**config.mk**
```make
export PLATFORM = sky130hd
export DESIGN_NAME = ifu_fetch
export DESIGN_NICKNAME = d
export VERILOG_FILES = /design/src/rtl/ifu_fetch.sv
export SDC_FILE = /design/constraint.sdc
export NUM_CORES = 1
export LEC_CHECK = 0
export BUFFER_PORTS_ARGS = -buffer_cell sky130_fd_sc_hd__buf_2
export CAP_MARGIN = 20
export CORE_ASPECT_RATIO = 1.75
export CORE_MARGIN = 5
export CORE_UTILIZATION = 50
export DETAILED_ROUTE_END_ITERATION = 10
export HOLD_SLACK_MARGIN = 0.05
export MAX_ROUTING_LAYER = met4
export PLACE_DENSITY_LB_ADDON = 0.12
export SYNTH_ARGS = -nofsm -noshare
export SYNTH_HDL_FRONTEND = slang
export SYNTH_SLANG_ARGS = --single-unit
```
**constraint.sdc**
```tcl
create_clock -name clk -period 2.4 [get_ports clk]
set_input_delay 0.24 -clock clk [delete_from_list [all_inputs] [get_ports clk]]
set_output_delay 0.24 -clock clk [all_outputs]
set_load 0.03 [all_outputs]
```
**src/rtl/ifu_fetch.sv**
```systemverilog
`default_nettype none
// ============================================================================
//  Module   : ifu_fetch
//  Purpose  : Instruction fetch unit. Holds the architectural PC, issues one
//             request at a time to instruction memory over a req/ack
//             handshake, and presents the fetched instruction and its PC to
//             decode. Redirects from decode/execute select the next PC when
//             the current instruction retires.
//  Ports    : clk, rst_n          - clock, synchronous active-low reset
//             imem_req/imem_addr  - registered memory request and address
//             imem_ack/imem_rdata - same-cycle accept with instruction data
//             stall               - downstream not ready to retire
//             jump_en/jump_target - redirect for the current instruction
//             instr/PC_now        - registered instruction and its PC
//             instr_valid         - instr/PC_now hold a fetched instruction
//             instret             - retired-instruction counter (wraps)
//             misalign_err        - sticky flag for a misaligned redirect
//  Revision : 1.0 - initial release
// ============================================================================
module ifu_fetch #(
    parameter int                   DATAWIDTH = 32,
    parameter logic [DATAWIDTH-1:0] RESET_PC  = 32'h0000_0000,
    parameter logic [DATAWIDTH-1:0] NOP_INSTR = 32'h0000_0013
) (
    input  logic                 clk,
    input  logic                 rst_n,
    output logic                 imem_req,
    output logic [DATAWIDTH-1:0] imem_addr,
    input  logic                 imem_ack,
    input  logic [DATAWIDTH-1:0] imem_rdata,
    input  logic                 stall,
    input  logic                 jump_en,
    input  logic [DATAWIDTH-1:0] jump_target,
    output logic [DATAWIDTH-1:0] instr,
    output logic [DATAWIDTH-1:0] PC_now,
    output logic                 instr_valid,
    output logic [31:0]          instret,
    output logic                 misalign_err
);

    typedef enum logic [1:0] {
        S_IDLE  = 2'd0,
        S_REQ   = 2'd1,
        S_VALID = 2'd2
    } state_t;

    state_t               r_state;
    logic [DATAWIDTH-1:0] r_pc;

    // The fetch address is the PC register itself, so it is already registered.
    assign imem_addr = r_pc;

    always_ff @(posedge clk) begin
        if (!rst_n) begin
            r_state      <= S_IDLE;
            r_pc         <= RESET_PC;
            imem_req     <= 1'b0;
            instr        <= NOP_INSTR;
            PC_now       <= RESET_PC;
            instr_valid  <= 1'b0;
            instret      <= 32'd0;
            misalign_err <= 1'b0;
        end else begin
            case (r_state)
                S_IDLE: begin
                    r_state  <= S_REQ;
                    imem_req <= 1'b1;
                end

                S_REQ: begin
                    // Request and address stay stable until memory accepts.
                    if (imem_ack) begin
                        instr       <= imem_rdata;
                        PC_now      <= r_pc;
                        instr_valid <= 1'b1;
                        imem_req    <= 1'b0;
                        r_state     <= S_VALID;
                    end
                end

                S_VALID: begin
                    if (!stall) begin
                        instret     <= instret + 32'd1;
                        instr_valid <= 1'b0;
                        instr       <= NOP_INSTR;
                        imem_req    <= 1'b1;
                        r_state     <= S_REQ;
                        if (jump_en) begin
                            // Fetch continues from the word-aligned target even
                            // when the redirect is misaligned; the error is sticky.
                            r_pc <= {jump_target[DATAWIDTH-1:2], 2'b00};
                            if (jump_target[1:0] != 2'b00) begin
                                misalign_err <= 1'b1;
                            end
                        end else begin
                            r_pc <= r_pc + DATAWIDTH'(4);
                        end
                    end
                end

                default: begin
                    r_state  <= S_IDLE;
                    imem_req <= 1'b0;
                end
            endcase
        end
    end

endmodule
`default_nettype wire

```
==> results of run 1 <==
[Yosys cell counts (2+ instances only)]
cell and n:
sky130_fd_sc_hd__ha_1 2, sky130_fd_sc_hd__nor4_1 4, sky130_fd_sc_hd__xnor2_1 6, sky130_fd_sc_hd__or4_1 3
sky130_fd_sc_hd__nand3_1 35, sky130_fd_sc_hd__or2_2 3, sky130_fd_sc_hd__and4_1 9, sky130_fd_sc_hd__nand4_1 26
sky130_fd_sc_hd__a21o_1 2, sky130_fd_sc_hd__o221ai_1 2, sky130_fd_sc_hd__o22a_1 2, sky130_fd_sc_hd__nor3_1 6
sky130_fd_sc_hd__o211ai_1 3, sky130_fd_sc_hd__or3_1 6, sky130_fd_sc_hd__o21a_1 2, sky130_fd_sc_hd__o221a_2 4
sky130_fd_sc_hd__and3_1 6, sky130_fd_sc_hd__a22oi_1 32, sky130_fd_sc_hd__o21ai_0 19, sky130_fd_sc_hd__buf_1 6
sky130_fd_sc_hd__mux2i_1 3, sky130_fd_sc_hd__a31oi_1 14, sky130_fd_sc_hd__and2_1 6, sky130_fd_sc_hd__a211oi_1 4
sky130_fd_sc_hd__a21oi_1 65, sky130_fd_sc_hd__o31ai_1 3, sky130_fd_sc_hd__inv_1 5, sky130_fd_sc_hd__buf_4 4
sky130_fd_sc_hd__nand2_1 102, sky130_fd_sc_hd__nor3b_1 2, sky130_fd_sc_hd__buf_2 4, sky130_fd_sc_hd__xor2_1 20
sky130_fd_sc_hd__nor2_1 88, sky130_fd_sc_hd__o22ai_1 5, sky130_fd_sc_hd__clkbuf_1 43, sky130_fd_sc_hd__dfxtp_1 128
[metrics by stage]
step | worst slack, ns | power (mW)
finish | 0.2307 | 5.473
global route | 0.05695 | 5.658
CTS | 0.2397 | 5.511
detailed placement | 0.2933 | 2.659
global placement | 0.3533 | 2.648
floorplan | 0.1343 | 2.506
[worst reg2reg max path: stages, from the launching register on]
cell and delay [ns]:
sky130_fd_sc_hd__dfxtp_1 0.45, sky130_fd_sc_hd__ha_1 0.27, sky130_fd_sc_hd__nand4_1 0.26, sky130_fd_sc_hd__nor4_1 0.34
sky130_fd_sc_hd__buf_4 0.24, sky130_fd_sc_hd__a41o_1 0.20, sky130_fd_sc_hd__a21oi_1 0.08, sky130_fd_sc_hd__a211oi_1 0.25
[sequential cells by signal, summed over array words and instances, names as in the netlist]
name and flops:
imem_addr 30, PC_now 30, misalign_err 1, instr_valid 1, r_state 2, instr 32, instret 32
[kinds of logic (layout without fill, tap and decap cells)]
group                      after synthesis  in the layout
buffers and inverters                   63            253
other                                    1              4
xor gates and xnor gates                26             26
AOI/OAI and AO/OA                      164            164
adders and majority gates                2              2
muxes                                    4              4
DFF                                    128            128
and+or+nand+nor                        302            302
[worst min path at each step]
stage / from / endpoint / slack [ns]
finish: imem_rdata[4] / instr[4]$_SDFFE_PN1P_ / 0.07
global placement: PC_now[9]$_SDFFE_PN0P_ / PC_now[9]$_SDFFE_PN0P_ / 0.44
detailed placement: PC_now[3]$_SDFFE_PN0P_ / PC_now[3]$_SDFFE_PN0P_ / 0.45
global route: imem_rdata[1] / instr[1]$_SDFFE_PN1P_ / 0.06
floorplan: imem_rdata[0] / instr[0]$_SDFFE_PN1P_ / 0.39
CTS: imem_rdata[1] / instr[1]$_SDFFE_PN1P_ / 0.05
[cell type report]
class                      count  area (um2)  share of cell area
clock buffer                  17       425.4             0.05815
clock inverter                15       232.7             0.03181
inverter                       6       23.77            0.003250
multi-input combinational    502        2768              0.3783
sequential                   128        2562              0.3503
tap                          132       165.2             0.02258
timing repair buffer         215        1139              0.1556
[power groups by stage]
| stage | Combinational (mW) | Sequential, mW | Clock, mW |
|---|---|---|---|
| after floorplan | 0.188 | 2.32 | 0 |
| after detailed placement | 0.412 | 2.25 | 0 |
| final | 0.414 | 2.20 | 2.86 |
| after CTS | 0.414 | 2.20 | 2.90 |
| after global placement | 0.404 | 2.24 | 0 |
| after global routing | 0.447 | 2.21 | 3.00 |
[cells in the final DEF (no fill, tap or decap), types with 4 or more instances in the layout]
| master | n |
|---|---|
| sky130_fd_sc_hd__and4_1 | 9 |
| sky130_fd_sc_hd__o21ai_0 | 19 |
| sky130_fd_sc_hd__clkbuf_16 | 17 |
| sky130_fd_sc_hd__nor2_1 | 86 |
| sky130_fd_sc_hd__conb_1 | 4 |
| sky130_fd_sc_hd__xnor2_1 | 6 |
| sky130_fd_sc_hd__nand3_1 | 35 |
| sky130_fd_sc_hd__a211oi_1 | 4 |
| sky130_fd_sc_hd__a31oi_1 | 14 |
| sky130_fd_sc_hd__buf_4 | 19 |
| sky130_fd_sc_hd__buf_2 | 195 |
| sky130_fd_sc_hd__and3_1 | 6 |
| sky130_fd_sc_hd__nand4_1 | 26 |
| sky130_fd_sc_hd__or3_1 | 6 |
| sky130_fd_sc_hd__xor2_1 | 20 |
| sky130_fd_sc_hd__and2_1 | 6 |
| sky130_fd_sc_hd__clkinv_4 | 5 |
| sky130_fd_sc_hd__inv_1 | 4 |
| sky130_fd_sc_hd__nor4_1 | 4 |
| sky130_fd_sc_hd__a21oi_1 | 65 |
| sky130_fd_sc_hd__dfxtp_1 | 128 |
| sky130_fd_sc_hd__o22ai_1 | 5 |
| sky130_fd_sc_hd__nor3_1 | 6 |
| sky130_fd_sc_hd__bufinv_16 | 5 |
| sky130_fd_sc_hd__a22oi_1 | 32 |
| sky130_fd_sc_hd__o221a_2 | 4 |
| sky130_fd_sc_hd__nand2_1 | 102 |
[layer usage]
metal / routed length [um] / GRT usage / vias to the layer above
li1: - / - / 2809
met1: 6543 / 0.2749 / 2713
met2: 9108 / 0.4476 / 215
met3: 966 / 0.05634 / 37
met4: 408 / 0.09834 / 0
met5: 0 / - / -
==> results by stage, run 1 <==
Outcome:
- The flow ran to the end, and the final reports show no timing, DRC or antenna violations.

Synthesis:
- The instance count of the mapped netlist is 690.
- The synthesized flop and latch total is approximately 130.
- sky130_fd_sc_hd__dfxtp_1 takes more of the synthesized area than any other cell.
- Summing every instance area after synthesis gives between 5000 and 6000 um2.
- The share of the synthesized area in compound gates (AO/OA/AOI/OAI) is 0.1852.
- Counting flops with an async set or reset pin after synthesis yields a share of 0.
- Of the total synthesized cell area, the portion taken by full adders, half adders and majority gates is 0.004500.
- After synthesis, the cell types taking the most area are sky130_fd_sc_hd__dfxtp_1 (46%), sky130_fd_sc_hd__nand2_1 (6.9%), sky130_fd_sc_hd__nor2_1 (5.9%).
- The share of cell area taken by muxes after synthesis is 0.007426.
- The count of different cell masters after synthesis is 52.
- The share of Yosys cell area claimed by the top area cell type is 0.4608.
- Averaged over all synthesized cells, the footprint is about 8.1 um2.
- Of the total synthesized cell area, the portion taken by AND, OR, NAND and NOR gates is 0.2543.
- The predominant post-synthesis flop cell is sky130_fd_sc_hd__dfxtp_1.
- In this run, synthesis inferred 0 flip-flops with an integrated enable.
- Of the total synthesized cell area, the portion taken by XOR and XNOR cells is 0.04095.
- During synthesis, Yosys emitted a total of 0 warnings.
- By area, the combinational part of the netlist is dominated by simple AND/OR/NAND/NOR gates.
- For this run, the register share of the synthesized area comes to 0.4608.

Clock tree:
- The number of buffers inserted by post-CTS setup repair is 0.
- TritonCTS created 17 clock buffers.
- TritonCTS built the clock tree.
- CTS placed an instance of sky130_fd_sc_hd__clkbuf_16 at the clock tree root.
- The H-tree generated during clock tree synthesis spans 4 levels.
- Clock-pin slew was measured on the worst setup and hold paths at around 0.060 ns.
- Buffers inserted to repair hold after CTS numbered 0.
- In this run the deepest clock path goes through 2 buffers.
- The latest clock arrival within the worst-skew pair is about 0.42 ns.
- The number of gates resized after CTS was 0.
- Clock tree synthesis found a total of ~130 sinks.

STA:
- The achievable clock frequency is about 460 MHz.
- The max-slew violation count is 0.
- The sum of negative setup slack is 0 ns.
- Of the available clock period, the critical path in the final layout requires 0.9039.
- Setup repair after global routing left no endpoint under its margin.
- The count of endpoints failing setup in the final report is 0.
- Across all hold checks on the routed design, the worst slack comes to 0.06772 ns.
- At the pin with the least slew margin, the transition time is 0.7195 ns.
- The number of failing hold endpoints at the final stage is 0.
- The shortest period the worst path allows is about 2.2 ns.
- The worst pin sits at a relative slew slack of 0.5203.
- The worst setup skew after layout is 0.01043 ns.

Power and ir drop:
- The worst supply voltage drop on vdd is roughly 730 uV.
- The logic gate share of total power is 0.076.
- The total power divided by cell area is around 750 nW/um2.
- Of the total power, the clock network draws 0.522.
- The analysis attributes to net switching a power of between 1 and 1.5 mW.
- The sequential power share is 0.402.
- The share of total power consumed by net switching is 0.2397.
- The cell leakage power is between 3 and 4 nW.
- The internal power summed over all cells is between 4 and 5 mW.

Floorplan:
- The count of pins on the block boundary is 200.
- The initial core utilization is 0.5037.
- The number of rows created at floorplan is roughly 50.
- The vertical extent of the die is between 100 and 150 um.
- The total die area is 13410 um2.
- The horizontal die dimension is 89.72 um.
- The core region area is roughly 11000 um2.

Critical path:
- The critical path's largest stage delay is between 0.4 and 0.5 ns.
- The terminus of the critical flop-to-flop path is imem_addr[22]$_SDFFE_PN0P_.
- STA puts the critical path data required time at 2.72 ns.
- In this run the critical register-to-register path is launched from imem_addr[2]$_SDFFE_PN0P_.
- The logic depth of the worst setup path including buffers is 7.
- The critical path in this run is classified as flop to flop.
- For the worst flop-to-flop path, the logic depth is 7.
- Walking the worst path, the cells encountered are ha_1 -> nand4_1 -> nor4_1 -> buf_4 -> a41o_1 -> a21oi_1 -> a211oi_1.
- STA classifies the critical path startpoint as a flop.
- The cell family with the largest share of critical-path delay is simple AND/OR/NAND/NOR gates.
- The launching element of the worst setup path is imem_addr[2]$_SDFFE_PN0P_.
- The slowest stage of the critical path is the sky130_fd_sc_hd__dfxtp_1 cell.
- In this run the worst path has a maximum fanout of 11.
- The worst setup path is captured at a flop.
- The count of buffer and inverter cells on the critical path is 1.
- The capturing element of the worst setup path is imem_addr[22]$_SDFFE_PN0P_.
- At the worst endpoint, the arrival time is about 2.5 ns.
- The flop-to-flop setup slack is approximately 0.23 ns.

Finish:
- The area added between synthesis and finish is 31.57%.
- After routing the design area is ~7300 um2.
- The number of antenna diodes in the final layout is 0.
- The ratio of cells with drive above 1 in the final layout is 0.2956.
- The number of nets at the end of the flow is between 900 and 1000.
- Fill cells in the final layout number 987.
- The utilization after layout is 0.6627.
- The number of standard cells in the layout, taps in and fillers out is between 1000 and 1500.

Global route:
- In the global route stage, overall resource usage came out at 0.2535.
- The number of global-route vias before repair came to ~5700.
- The residual overflow from global routing is 0.
- The first global-routing pass estimated ~27000 um of wire.
- The pin count of the biggest net entering global routing is 110.
- The initial antenna violation count was 0.

Routing:
- The final routed wirelength across all metal layers is roughly 17000 um.
- The first detailed-routing pass took 7 iterations.
- The post-detailed-route count of antenna-violating nets is 0.
- The number of vias per cell after detailed routing is between 5 and 6.
- The routed layout has ~5800 vias.
- Dividing the detail-routed wire length by the instance count gives ~17 um.
- After detailed routing, the number of remaining DRC violations is 0.
- The number of design-rule violations left by the first detailed-router iteration is 367.

Placed design:
- The HPWL after detailed placement is between 10000 and 15000 um.
- The placed standard-cell area is 6658 um2.
- Once placement completed, the tool counted placed cells totaling roughly 980.
- The number of buffers added on ports is between 150 and 200.
- Routability-driven placement finished with a final weighted congestion of roughly 0.91.

Run:
- Across the run, the number of max-cap violations was 0.

Worst hold path:
- Along the worst hold path, the cell count comes to 3.
- The min-delay analysis places its worst path in the category input port to flop.
Note: power is estimated with default switching activity, not from simulation.
==> run 2, diff against run 1 <==
--- a/config.mk
+++ b/config.mk
@@ -6,4 +6,5 @@
 export NUM_CORES = 1
 export LEC_CHECK = 0
+export ABC_CLOCK_PERIOD_IN_PS = 2400
 export BUFFER_PORTS_ARGS = -buffer_cell sky130_fd_sc_hd__buf_2
 export CAP_MARGIN = 20
==> constraint.sdc (replaced) <==
create_clock -name clk -period 2.4 [get_ports clk]
set_input_delay 0 -clock clk [delete_from_list [all_inputs] [get_ports clk]]
set_output_delay 0 -clock clk [all_outputs]
set_load 0.03 [all_outputs]
==> results by stage, run 2 (synthesis results as in run 1) <==
Routing:
- The number of design-rule violations left by the first detailed-router iteration is 333 (-9.3%).
- The final routed wirelength across all metal layers is 17950 um (+5.4%).
- The remaining routing DRC violations is 0 (unchanged).
- The post-detailed-route count of antenna-violating nets is 0 (unchanged).
- The number of vias per cell after detailed routing is 5.680 (-0.15%).
- The number of detailed-routing iterations run before antenna repair came to 5 (-2).
- The total via count in the routed design is 6157 (+6.6%).
- The post-detailed-route wirelength per cell was 16.56 um (-1.3%).

Floorplan:
- The total die area came to 13410 um2 (unchanged).
- The count of pins on the block boundary is 200 (unchanged).
- The horizontal die dimension is 89.72 um (unchanged).
- The vertical extent of the die is 149.5 um (unchanged).
- The initial core utilization came to 0.5037 (unchanged).
- The core region area is 11040 um2 (unchanged).
- The number of rows created at floorplan came to 51 (unchanged).

Global route:
- The pin count of the biggest net entering global routing is 110 (unchanged).
- The total routing resource utilization after global routing was 0.2668 (+0.01335).
- The initial antenna violation count is 1 (+1).
- The number of global-route vias before repair is 5975 (+5.0%).
- The wire length of the first global-routing pass is 28690 um (+5.1%).
- The residual overflow from global routing is 0 (unchanged).

STA:
- The worst setup skew after layout is 0.009576 ns (-0.0008522 ns).
- The normalized max-slew margin is 0.5382 (+0.01785).
- The actual transition at the worst max-transition pin is 0.6927 ns (-0.02678 ns).
- The sum of negative setup slack was 0 ns (unchanged).
- The count of endpoints failing setup in the final report is 0 (unchanged).
- The number of failing hold endpoints at the final stage is 0 (unchanged).
- Setup repair after global routing left no endpoint under its margin.
- The shortest period the worst path allows came to 2.206 ns (+0.03643 ns).
- The max-slew violation count is 0 (unchanged).
- The achievable clock frequency is 453.4 MHz (-1.7%).
- The post-route fraction of the period consumed by the critical path is 0.9190 (+0.01518).

Power and ir drop:
- The share of total power consumed by net switching was 0.2337 (-0.006023).
- The fraction of power consumed by the clock network is 0.491 (-0.031).
- The cell leakage power was 3.399 nW (+8.1%).
- The switching power was 1.246 mW (-5.0%).
- The internal power summed over all cells came to 4.085 mW (-1.8%).
- The worst supply voltage drop on vdd is 661.9 uV (-9.4%).
- The logic gate share of total power is 0.096 (+0.020).
- The power after layout is 5.331 mW (-2.6%).
- The sequential power share came to 0.413 (+0.011).
- The total power divided by cell area came to 669.7 nW/um2 (-10%).

Clock tree:
- TritonCTS built the clock tree.
- The post-cts gate resize count is 0 (unchanged).
- The CTS buffer count is 17 (unchanged).
- In this run the clock root is driven by a sky130_fd_sc_hd__clkbuf_16.
- The register clock-pin slew on the reported worst setup and hold paths is 0.05 ns (about the same).
- The count of clock tree sinks is 128 (unchanged).
- The latest clock arrival within the worst-skew pair was 0.41 ns (about the same).
- The maximum level of the CTS H-tree is 4 (unchanged).
- The maximum root-to-sink buffer count is 2 (unchanged).

Placed design:
- The global placer's final weighted congestion is 0.8789 (-2.9%).
- The number of cells after detailed placement came to 984 (+0.10%).
- The number of buffers added on ports is 195 (unchanged).
- The HPWL after detailed placement was 11730 um (-2.1%).

Critical path:
- The required time at the worst-slack endpoint is 2.69 ns (-0.03 ns).
- The critical-path maximum fanout is 36 (+25).
- The data arrival time of the worst path was 2.49 ns (about the same).
- STA classifies the critical path startpoint as a flop.
- The endpoint class of the critical path is a flop.
- By startpoint and endpoint, the worst setup path is classified as flop to flop.

Run:
- The max-capacitance violation count is 0 (unchanged).

Finish:
- The number of nets at the end of the flow is 1010 (+7.3%).
- The area added between synthesis and finish is 43.16%.
- The top cell types in the final layout, fill and taps aside, are sky130_fd_sc_hd__buf_2 (195), sky130_fd_sc_hd__dfxtp_1 (128), sky130_fd_sc_hd__nand2_1 (102).
- The number of standard cells in the layout, taps in and fillers out is 1084 (+6.8%).
- The largest registers in the layout are instr (32), instret (32).
- Leaving out fill and tap cells, the most frequent cell in the layout is sky130_fd_sc_hd__buf_2.
- The utilization after layout is 0.7211 (+0.05837).
- The count of fill cells added during filler insertion is 884 (-10%).
- The ratio of cells with drive above 1 in the final layout is 0.2734 (-0.02219).

Outcome:
- The run finished with clean final reports.

Worst hold path:
- The min-delay analysis places its worst path in the category input port to flop.
[run 2: timing repair]
item / 4_1_cts / 5_1_grt
endpoints found under the hold margin: 63 / 0
buffers inserted: 0 / 0
hold buffers: 67 / 0
endpoints found under the setup margin: 0 / 0
[run 2: per-stage QoR]
stage | hold slack [ns] | area (um2) | setup WS [ns]
detailed placement | 0.2436 | 6653 | 0.3054
global route | 0.08524 | 7960 | 0.04400
finish | 0.06629 | 7960 | 0.1943
global placement | 0.2316 | 6653 | 0.3534
CTS | 0.05691 | 7930 | 0.1828
floorplan | 0.1475 | 5572 | 0.1343
[run 2: worst paths after layout]
path                      startpoint                         end  slack (ns)  depth (start not counted)
max          r_state[0]$_SDFFE_PN0P_       instr[0]$_SDFFE_PN1P_        0.19                          6
min                  jump_target[13]  imem_addr[13]$_SDFFE_PN0P_        0.07                          4
max reg2reg  r_state[0]$_SDFFE_PN0P_       instr[0]$_SDFFE_PN1P_        0.19                          6
min reg2reg  PC_now[14]$_SDFFE_PN0P_     PC_now[14]$_SDFFE_PN0P_        0.45                          2
[run 2: routing by layer]
| layer | track usage | routed length [um] | up-vias |
|---|---|---|---|
| li1 | - | - | 2944 |
| met1 | 0.2862 | 6888 | 2897 |
| met2 | 0.4626 | 9363 | 248 |
| met3 | 0.05734 | 914 | 68 |
| met4 | 0.1316 | 782 | 0 |
| met5 | - | 0 | - |
[run 2: power by group through the flow]
stage / combinational (mW) / sequential (mW) / clock, mW
after floorplan: 0.188 / 2.32 / 0
after global placement: 0.402 / 2.24 / 0
after detailed placement: 0.410 / 2.25 / 0
after CTS: 0.496 / 2.20 / 2.66
after global routing: 0.546 / 2.21 / 2.77
final: 0.509 / 2.20 / 2.62
[run 2: area by class of cell]
class	count	area, um2	area share
Multi-Input combinational cell	502	2768	0.3477
Sequential cell	128	2562	0.3219
Timing Repair Buffer	284	1832	0.2301
Clock buffer	22	474.2	0.05957
Tap cell	132	165.2	0.02075
Clock inverter	9	132.6	0.01666
Inverter	6	23.77	0.002986
Antenna cell	1	2.502	0.0003144
[run 2: worst max-delay path, cell delays in order, from the launching register on]
cell and delay [ns]:
sky130_fd_sc_hd__dfxtp_1 0.36, sky130_fd_sc_hd__nand2_1 0.13, sky130_fd_sc_hd__or2_2 0.59, sky130_fd_sc_hd__nand2_1 0.19, sky130_fd_sc_hd__o22ai_1 0.19, sky130_fd_sc_hd__nand2_1 0.07, sky130_fd_sc_hd__dlygate4sd3_1 0.57
==> run 3, diff against run 2 <==
CORE_MARGIN = default   (was 5)
==> results by stage, run 3 (synthesis results as in run 1) <==
Critical path:
- The data arrival time of the worst path is 2.57 ns (+0.08 ns).
- The required time at the worst-slack endpoint is 2.73 ns (+0.04 ns).
- The count of buffer and inverter cells on the critical path is 0 (-1).
- The critical path's slowest cell is sky130_fd_sc_hd__nor4_4.
- The signal on the critical path passes through or3b_1 -> nor4_4 -> nand2_2 -> or3_1 -> a21oi_1.
- The startpoint type of the worst setup path is a flop.
- The critical path's largest stage delay is 0.56 ns (-0.03 ns).
- The cell family with the largest share of critical-path delay is simple AND/OR/NAND/NOR gates.
- The category of the critical setup timing path is flop to flop.
- The critical-path maximum fanout was 7 (-81%).
- The endpoint class of the critical path is a flop.

Power and ir drop:
- The sequential power share is 0.404 (-0.009).
- The cell leakage power is 3.426 nW (+0.79%).
- The total power divided by cell area is 678.6 nW/um2 (+1.3%).
- The logic gate share of total power is 0.094 (-0.002).
- The fraction of power consumed by the clock network is 0.502 (+0.011).
- The internal power summed over all cells is 4.140 mW (+1.3%).
- The switching power came to 1.313 mW (+5.4%).
- The worst supply voltage drop on vdd was 809.5 uV (+22%).
- The share of total power consumed by net switching came to 0.2407 (+0.007056).

Worst hold path:
- The worst hold path class is input port to flop.

Floorplan:
- The total die area is 11560 um2 (-14%).
- The vertical extent of the die is 141.5 um (-5.4%).
- The number of rows created at floorplan came to 50 (-2.0%).
- The core region area is 10760 um2 (-2.5%).
- The initial core utilization is 0.5167 (+0.01306).
- The count of pins on the block boundary was 200 (unchanged).
- The horizontal die dimension is 81.72 um (-8.9%).

STA:
- The shortest period the worst path allows came to 2.236 ns (+0.03071 ns).
- The normalized max-slew margin is 0.5645 (+0.02634).
- The actual transition at the worst max-transition pin is 0.6532 ns (-0.03951 ns).
- The number of failing hold endpoints at the final stage is 0 (unchanged).
- The worst setup skew after layout is 0.006111 ns (-0.003465 ns).
- The sum of negative setup slack is 0 ns (unchanged).
- Setup repair after global routing left no endpoint under its margin.
- The post-route fraction of the period consumed by the critical path is 0.9318 (+0.01279).
- The max-slew violation count is 0 (unchanged).
- The count of endpoints failing setup in the final report came to 0 (unchanged).
- The achievable clock frequency came to 447.1 MHz (-1.4%).

Finish:
- The count of fill cells added during filler insertion is 805 (-8.9%).
- The ratio of cells with drive above 1 in the final layout is 0.2772 (+0.003800).
- In the final layout, the registers with the most flip-flops are instr (32), instret (32).
- The number of nets at the end of the flow is 1014 (+0.40%).
- The area of the multi-input gates is 2783 um2 (+0.54%).
- The utilization after layout is 0.7467 (+0.02567).
- The area added between synthesis and finish is 44.51%.
- The library cells used most frequently in the layout, excluding fill and tap cells, are sky130_fd_sc_hd__buf_2 (195), sky130_fd_sc_hd__dfxtp_1 (128), sky130_fd_sc_hd__nand2_1 (102).
- The most common cell after layout, fill and taps aside is sky130_fd_sc_hd__buf_2.
- The number of standard cells in the layout, taps in and fillers out is 1086 (+0.18%).
- The number of antenna repair diodes is 0 (-1).
- The area occupied by registers is 2562 um2 (unchanged).

Clock tree:
- The latest clock arrival within the worst-skew pair is 0.41 ns (about the same).
- The CTS buffer count is 17 (unchanged).
- The maximum level of the CTS H-tree is 4 (unchanged).
- The clock root buffer master is sky130_fd_sc_hd__clkbuf_16.
- The count of clock tree sinks was 128 (unchanged).
- The register clock-pin slew on the reported worst setup and hold paths is 0.06 ns (about the same).
- TritonCTS built the clock tree.
- The number of buffers inserted by post-CTS setup repair came to 0 (unchanged).
- The maximum root-to-sink buffer count is 2 (unchanged).

Global route:
- The initial antenna violation count came to 0 (-1).
- The number of global-route vias before repair came to 5941 (-0.57%).
- The total routing resource utilization after global routing is 0.3215 (+0.05462).
- The residual overflow from global routing is 0 (unchanged).
- The pin count of the biggest net entering global routing is 110 (unchanged).
- The wire length of the first global-routing pass came to 28110 um (-2.0%).

Placed design:
- The HPWL after detailed placement was 11240 um (-4.2%).
- The global placer's final weighted congestion is 0.9003 (+2.4%).
- The number of buffers added on ports was 195 (unchanged).
- The number of cells after detailed placement is 982 (-0.20%).

Routing:
- The remaining routing DRC violations was 0 (unchanged).
- The post-detailed-route wirelength per cell is 16.39 um (-1.0%).
- The number of design-rule violations left by the first detailed-router iteration is 412 (+24%).
- The number of detailed-routing iterations run before antenna repair came to 5 (unchanged).
- The post-detailed-route count of antenna-violating nets is 0 (unchanged).
- The final routed wirelength across all metal layers is 17800 um (-0.82%).
- The number of vias per cell after detailed routing was 5.687 (+0.12%).
- The total via count in the routed design was 6176 (+0.31%).

Outcome:
- The run finished with clean final reports.

Run:
- The max-capacitance violation count is 0 (unchanged).
## run 3: metal layers
metal / global-route usage / vias to the layer above / routed length, um
li1: - / 2945 / -
met1: 0.3506 / 2912 / 6841
met2: 0.5386 / 255 / 9312
met3: 0.06045 / 64 / 925
met4: 0.1727 / 0 / 722
met5: - / - / 0
## run 3: metrics by stage
stage / hold slack, ns / power, mW / instance area, um2 / setup slack, ns
3_3_place_gp: 0.2305 / 2.638 / 6656 / 0.3143
6_report: 0.06632 / 5.453 / 8035 / 0.1636
2_1_floorplan: 0.1475 / 2.506 / 5572 / 0.1343
5_1_grt: 0.07818 / 5.616 / 8035 / 0.02139
4_1_cts: 0.05561 / 5.460 / 7984 / 0.1485
3_5_place_dp: 0.2446 / 2.651 / 6656 / 0.2110
## run 3: final timing paths
check                                from                          to  slack [ns]  depth (start not counted)
setup reg to reg  r_state[1]$_SDFFE_PN0P_    instret[30]$_SDFFE_PN0P_        0.16                          5
hold / removal                      rst_n  imem_addr[23]$_SDFFE_PN0P_        0.07                          2
setup / recovery  r_state[1]$_SDFFE_PN0P_    instret[30]$_SDFFE_PN0P_        0.16                          5
hold reg to reg   PC_now[31]$_SDFFE_PN0P_     PC_now[31]$_SDFFE_PN0P_        0.45                          2
## run 3: repair_timing
| item | 4_1_cts | 5_1_grt |
|---|---|---|
| hold endpoints to repair | 65 | 0 |
| resized for setup | 0 | 2 |
| endpoints found under the setup margin | 0 | 2 |
| hold buffers | 70 | 0 |
## run 3: layout make-up
| type | instances | area share |
|---|---|---|
| clock buffer | 18 | 0.05466 |
| sequential | 128 | 0.3189 |
| timing repair buffer | 288 | 0.2336 |
| clock inverter | 14 | 0.02336 |
| multi-input combinational | 502 | 0.3463 |
| tap | 130 | 0.02024 |
| inverter | 6 | 0.002959 |
## run 3: power groups by stage
stage	clock network (mW)	registers (mW)	logic (mW)
5_1_grt	2.86	2.21	0.548
4_1_cts	2.77	2.20	0.492
3_3_place_gp	0	2.24	0.395
2_1_floorplan	0	2.32	0.188
3_5_place_dp	0	2.24	0.406
6_report	2.74	2.20	0.514
## run 3: worst register-to-register path, stage by stage, from the launching register on
cell and delay (ns):
sky130_fd_sc_hd__dfxtp_1 0.46, sky130_fd_sc_hd__or3b_1 0.48, sky130_fd_sc_hd__nor4_4 0.56, sky130_fd_sc_hd__nand2_2 0.12, sky130_fd_sc_hd__or3_1 0.38, sky130_fd_sc_hd__a21oi_1 0.17
